$ cat config.mk
export PLATFORM = sky130hd
export DESIGN_NAME = sdf_delay_line
export DESIGN_NICKNAME = d
export VERILOG_FILES = /design/src/rtl/sdf_pkg.sv /design/src/rtl/sdf_phase_ctrl.sv /design/src/rtl/sdf_delay_line.sv
export SDC_FILE = /design/constraint.sdc
export NUM_CORES = 2
export LEC_CHECK = 0
export ABC_CLOCK_PERIOD_IN_PS = 1900
export BUFFER_PORTS_ARGS = -buffer_cell sky130_fd_sc_hd__buf_2
export CAP_MARGIN = 0
export CORE_ASPECT_RATIO = 0.75
export CORE_MARGIN = 2
export CORE_UTILIZATION = 54
export CTS_CLUSTER_DIAMETER = 200
export CTS_CLUSTER_SIZE = 20
export DETAILED_ROUTE_END_ITERATION = 10
export PLACE_DENSITY = 0.71
export SLEW_MARGIN = 20
export SYNTH_ARGS = -nofsm -noshare
export SYNTH_HDL_FRONTEND = slang
export SYNTH_SLANG_ARGS = --single-unit
$ cat constraint.sdc
create_clock -name clk -period 1.9 [get_ports clk]
set_input_delay 0.57 -clock clk [delete_from_list [all_inputs] [get_ports clk]]
set_output_delay 0.57 -clock clk [all_outputs]
set_load 0.02 [all_outputs]
$ cat src/rtl/sdf_pkg.sv
// Shared types for the SDF delay line: FSM state encoding and phase output encoding.
package sdf_pkg;

    typedef enum logic [1:0] {
        SDF_IDLE = 2'd0,
        SDF_FILL = 2'd1,
        SDF_BFLY = 2'd2
    } sdf_state_e;

    localparam logic PHASE_FILL = 1'b0;
    localparam logic PHASE_BFLY = 1'b1;

endpackage

$ cat src/rtl/sdf_phase_ctrl.sv
// Phase controller for one SDF stage: IDLE/FILL/BFLY FSM, beat counter within the frame,
// and the beat-level qualifiers (accept, resync, bfly_valid, frame_done, phase).
module sdf_phase_ctrl
    import sdf_pkg::*;
#(
    parameter int unsigned LANES     = 16,
    parameter int unsigned MEM_DEPTH = 128,
    parameter int unsigned FRAME_LEN = 512
) (
    input  logic                                  clk,
    input  logic                                  rstn,
    input  logic                                  valid,
    input  logic                                  frame_start,
    output logic                                  accept,
    output logic                                  resync,
    output logic                                  bfly_valid,
    output logic                                  phase,
    output logic [$clog2(FRAME_LEN/LANES)-1:0]    beat_idx,
    output logic                                  frame_done
);

    localparam int unsigned PB  = MEM_DEPTH / LANES;
    localparam int unsigned FB  = FRAME_LEN / LANES;
    localparam int unsigned BW  = $clog2(FB);
    localparam int unsigned PCW = (PB > 1) ? $clog2(PB) : 1;

    localparam logic [BW-1:0]  LastBeat = BW'(FB - 1);
    localparam logic [PCW-1:0] LastPc   = PCW'(PB - 1);

    sdf_state_e     state_q, state_d;
    logic [BW-1:0]  beat_q, beat_d;
    logic [PCW-1:0] pcnt_q, pcnt_d;

    // frame_start is honoured from any state; other beats only count once a frame is open
    assign accept = valid && (frame_start || (state_q != SDF_IDLE));
    assign resync = valid && frame_start && (state_q != SDF_IDLE);

    // State register, frame beat counter and beat-within-phase counter
    always_ff @(posedge clk or negedge rstn) begin
        if (!rstn) begin
            state_q <= SDF_IDLE;
            beat_q  <= '0;
            pcnt_q  <= '0;
        end else begin
            state_q <= state_d;
            beat_q  <= beat_d;
            pcnt_q  <= pcnt_d;
        end
    end

    // Next state: a frame_start beat is treated as beat 0 of FILL regardless of current state
    always_comb begin
        sdf_state_e     cur_st;
        logic [BW-1:0]  cur_beat;
        logic [PCW-1:0] cur_pc;
        state_d  = state_q;
        beat_d   = beat_q;
        pcnt_d   = pcnt_q;
        cur_st   = frame_start ? SDF_FILL : state_q;
        cur_beat = frame_start ? '0 : beat_q;
        cur_pc   = frame_start ? '0 : pcnt_q;
        if (accept) begin
            if (cur_beat == LastBeat) begin
                state_d = SDF_IDLE;
                beat_d  = '0;
                pcnt_d  = '0;
            end else begin
                beat_d = cur_beat + 1'b1;
                if (cur_pc == LastPc) begin
                    pcnt_d  = '0;
                    state_d = (cur_st == SDF_BFLY) ? SDF_FILL : SDF_BFLY;
                end else begin
                    pcnt_d  = cur_pc + 1'b1;
                    state_d = cur_st;
                end
            end
        end
    end

    // Outputs: phase from registered state, qualifiers combine it with the live valid
    always_comb begin
        phase      = (state_q == SDF_BFLY) ? PHASE_BFLY : PHASE_FILL;
        bfly_valid = valid && (state_q == SDF_BFLY);
        frame_done = valid && !frame_start && (state_q != SDF_IDLE) && (beat_q == LastBeat);
        beat_idx   = beat_q;
    end

endmodule

$ cat src/rtl/sdf_delay_line.sv
// Delay line for one radix-2 SDF FFT stage: shifts LANES complex samples per accepted beat
// through a MEM_DEPTH-sample memory and presents the oldest LANES samples on dly_re/dly_im.
// Optional feature macro: SDF_SYNC_CHK_EN adds a sticky sync_err flag with sync_clr.
module sdf_delay_line
    import sdf_pkg::*;
#(
    parameter int unsigned DATA_WIDTH = 9,
    parameter int unsigned LANES      = 16,
    parameter int unsigned MEM_DEPTH  = 128,
    parameter int unsigned FRAME_LEN  = 512
) (
    input  logic                                   clk,
    input  logic                                   rstn,
    input  logic [LANES-1:0][DATA_WIDTH-1:0]       din_re,
    input  logic [LANES-1:0][DATA_WIDTH-1:0]       din_im,
    input  logic                                   valid,
    input  logic                                   frame_start,
    output logic [LANES-1:0][DATA_WIDTH-1:0]       dly_re,
    output logic [LANES-1:0][DATA_WIDTH-1:0]       dly_im,
    output logic                                   bfly_valid,
    output logic                                   phase,
    output logic [$clog2(FRAME_LEN/LANES)-1:0]     beat_idx,
    output logic                                   frame_done
`ifdef SDF_SYNC_CHK_EN
    ,
    output logic                                   sync_err,
    input  logic                                   sync_clr
`endif
);

    logic accept;
    logic resync;

    logic [DATA_WIDTH-1:0] mem_re [MEM_DEPTH];
    logic [DATA_WIDTH-1:0] mem_im [MEM_DEPTH];

    sdf_phase_ctrl #(
        .LANES     (LANES),
        .MEM_DEPTH (MEM_DEPTH),
        .FRAME_LEN (FRAME_LEN)
    ) u_phase_ctrl (
        .clk         (clk),
        .rstn        (rstn),
        .valid       (valid),
        .frame_start (frame_start),
        .accept      (accept),
        .resync      (resync),
        .bfly_valid  (bfly_valid),
        .phase       (phase),
        .beat_idx    (beat_idx),
        .frame_done  (frame_done)
    );

    // Shift the memory by one beat of LANES samples on each accepted beat
    always_ff @(posedge clk or negedge rstn) begin
        if (!rstn) begin
            for (int i = 0; i < MEM_DEPTH; i++) begin
                mem_re[i] <= '0;
                mem_im[i] <= '0;
            end
        end else if (accept) begin
            for (int i = LANES; i < MEM_DEPTH; i++) begin
                mem_re[i] <= mem_re[i-LANES];
                mem_im[i] <= mem_im[i-LANES];
            end
            for (int j = 0; j < LANES; j++) begin
                mem_re[j] <= din_re[j];
                mem_im[j] <= din_im[j];
            end
        end
    end

    // Oldest LANES samples sit at the top of the memory
    always_comb begin
        dly_re = '0;
        dly_im = '0;
        for (int k = 0; k < LANES; k++) begin
            dly_re[k] = mem_re[MEM_DEPTH-LANES+k];
            dly_im[k] = mem_im[MEM_DEPTH-LANES+k];
        end
    end

`ifdef SDF_SYNC_CHK_EN
    // Sticky resync flag; a new resync beats a simultaneous clear
    always_ff @(posedge clk or negedge rstn) begin
        if (!rstn) begin
            sync_err <= 1'b0;
        end else if (resync) begin
            sync_err <= 1'b1;
        end else if (sync_clr) begin
            sync_err <= 1'b0;
        end
    end
`endif

endmodule

==> metrics <==
status complete, but fails checks; failing checks negative setup slack; syn avg cell area 8.90 um^2; fillers 13100; EDFF count, synth 0; Final Hold Slack 0.0387 ns; layout net count 11100; CTS tree built; crit-path max FO 3; Hold/Removal Path Class in -> reg; ys async rst share 1.00; DR iter-0 viols 5493; fraction of the mapped netlist area in simple logic gates 0.291; Crit Path Category reg -> out; Core ar. 165000 um^2; Tot Pwr 0.107 W; ratio of cells with drive above 1 in the final layout 0.123; initial core utilization 0.544; Placed Cells 12500; DR DRC count 0; DR vias/cell 5.00; P&R area growth vs syn 16.7%; # IOs 588; Synth cell types 25; Root Driver clkbuf_16; Die W 475 um; first-pass GRT wire length 329 mm; Die Span Y 357 um; number of port buffers 587; clock share of power 0.268; ratio of final minimum period to clock period 1.24; RSZ-0062 raised after global routing true; GR Util All Layers 0.235; Clock Latency Late Sink 0.79 ns; fin. max-slew vios 0; minimum clock period 2.36 ns; initial antenna violation count 7; CTS buffer count 133; Comb power frac 0.157; P_int 0.0773 W; synth warn 0; Hold Path Origin din_im[7]; crit start category register; sequential fraction of the synthesis area 0.645; Slew HR 0.646; crit path DAT 1.79 ns; post-route cell area 105000 um^2; Via Count 65200; Pleak 58.9 nW; Synthesized Nets 10400; row count 129; vias in the first global route 64600; max frequency 424 MHz; Detailed Place HPWL 125 mm; mux contribution to synthesized area 0.000112; cells after synthesis 10100; Max Root-Sink Buffers 3; number of synthesized register bits 2314; antenna-violating nets left 0; cell area after synthesis 89800 um^2; Power Density 1030 nW/um^2; Synth Area in Compound Gates 0.00117; DR WL/cell 15.6 um; NetSw 0.0302 W; Reg clk slew, reported paths 0.09 ns; Final Hold Viols 0; full die area 170000 um^2; placed cell areas 94500 um^2; worst setup margin -0.456 ns; largest net degree at the start of global routing 99; Seq pwr share 0.574; WL final 204 mm; worst vdd ir 0.000809 V; GP Congestion 0.862; CP Data Required Time 1.33 ns; origin of the worst setup path u_phase_ctrl.beat_idx[0]; main combinational cell family by area after synthesis simple AND/OR/NAND/NOR gates; adder-cell share of the synthesized area 0.000697; H-tree levels 4; clk_skew 0.0382 ns; final cell count without fillers 13000; TritonRoute pass-1 iters 6; Post-Synth XOR/XNOR Area 0; Sw Share 0.281; Critical R2R Launch u_phase_ctrl.beat_idx[1]; max-cap viol count 0; Top FF cell, synth dfrtp_1; pin slew with the least headroom to its limit 0.532 ns; Sink Count 2314; final setup violation count 2256; grt total ovfl 0; Worst setup EP type output pin
[kinds of logic (layout without fill, tap and decap cells)]
group | Yosys count | count (layout)
DFF | 2314 | 2314
other | 0 | 8
buffers and inverters | 803 | 1519
adders and majority gates | 5 | 5
AOI/OAI and AO/OA | 15 | 15
and+or+nand+nor | 6943 | 6943
muxes | 1 | 1
[routing by layer]
metal  share of wire  vias up  track usage
met5               0        -            0
met3           0.044      456       0.0323
li1                -    31300            -
met2            0.48     1614        0.380
met1            0.44    31800        0.326
met4           0.041        0       0.0933
[worst max-delay path, cell delays in order, from the launching register on]
cell     delay (ns)
dfrtp_1        0.42
nor2b_4        0.21
nand3_2        0.10
nor2_1         0.11
buf_4          0.15
[cells in the mapped netlist, types with 2 or more instances]
cell type     n  area share
a21oi_1       2     0.00011
buf_1         2    0.000084
buf_2       334       0.019
buf_4       339       0.028
buf_6       116       0.015
clkbuf_1     12     0.00050
dfrtp_1    2314        0.65
ha_1          5     0.00070
nand2_1    6926        0.29
nand3b_1      2     0.00017
nor2_1        3     0.00013
nor2b_1       8     0.00056
o21ai_0       3     0.00017
o31ai_1       4     0.00033
[path summary, 6_finish.rpt]
path	slack [ns]	endpoint	cells past startpoint
setup / recovery	-0.46	frame_done	4
hold / removal	0.04	mem_im[1150]	3
setup reg to reg	-0.33	u_phase_ctrl.pcnt_q[1]	11
hold reg to reg	0.45	mem_re[696]	2
max in group asynchronous	0.55	mem_im[710]	4
min in group asynchronous	0.65	mem_im[369]	3
[final cells by class]
| type | count | area (um^2) | area share |
|---|---|---|---|
| Clock buffer | 139 | 3480 | 0.0332 |
| Sequential cell | 2314 | 57900 | 0.553 |
| Multi-Input combinational cell | 6964 | 26400 | 0.252 |
| Antenna cell | 8 | 20.0 | 0.000191 |
| Timing Repair Buffer | 1371 | 13900 | 0.133 |
| Clock inverter | 9 | 120 | 0.00115 |
| Tap cell | 2227 | 2790 | 0.0266 |
[stage by stage]
stage                util  TNS [ns]  setup slack [ns]
finish              0.635   -200.08            -0.456
CTS                 0.627    -21.31            -0.444
floorplan               -   -0.0812           -0.0707
global placement    0.573   -765.10            -0.426
global route        0.635   -414.27            -0.544
detailed placement  0.573   -775.03            -0.458
[placed cells by master (no fill, tap or decap), types with 5 or more instances in the layout]
cell           instances
buf_16                20
dlygate4sd3_1        247
buf_4                333
nand2_1             6912
buf_8                  8
dfrtp_1             2280
dfrtp_2               34
nor2b_1                5
buf_12               132
diode_2                8
nand2_2               11
buf_2                290
buf_6                315
clkbuf_16            164
[state kept, by name (all words and copies together) (netlist names)]
register	cells
u_phase_ctrl.pcnt_q	3
mem_im	1008
u_phase_ctrl.beat_idx	5
dly_re	144
u_phase_ctrl.state_q	2
dly_im	144
mem_re	1008
[power by group through the flow]
stage                     combinational (W)  clock (W)  sequential (W)
after detailed placement             0.0140          0          0.0622
after global placement               0.0135          0          0.0620
after global routing                 0.0191     0.0314          0.0626
after CTS                            0.0165     0.0296          0.0616
final                                0.0169     0.0288          0.0617
after floorplan                      0.0107          0          0.0607
[timing repair]
action | in CTS | in global routing
hold buffers | 247 | 0
endpoints found under the setup margin | 341 | 1780
cloned | 2 | 29
hold endpoints to repair | 247 | 0
buffers inserted | 118 | 23
gates resized for setup | 633 | 85
pin swaps | 3 | 4
(Power assumes the default switching activity.)
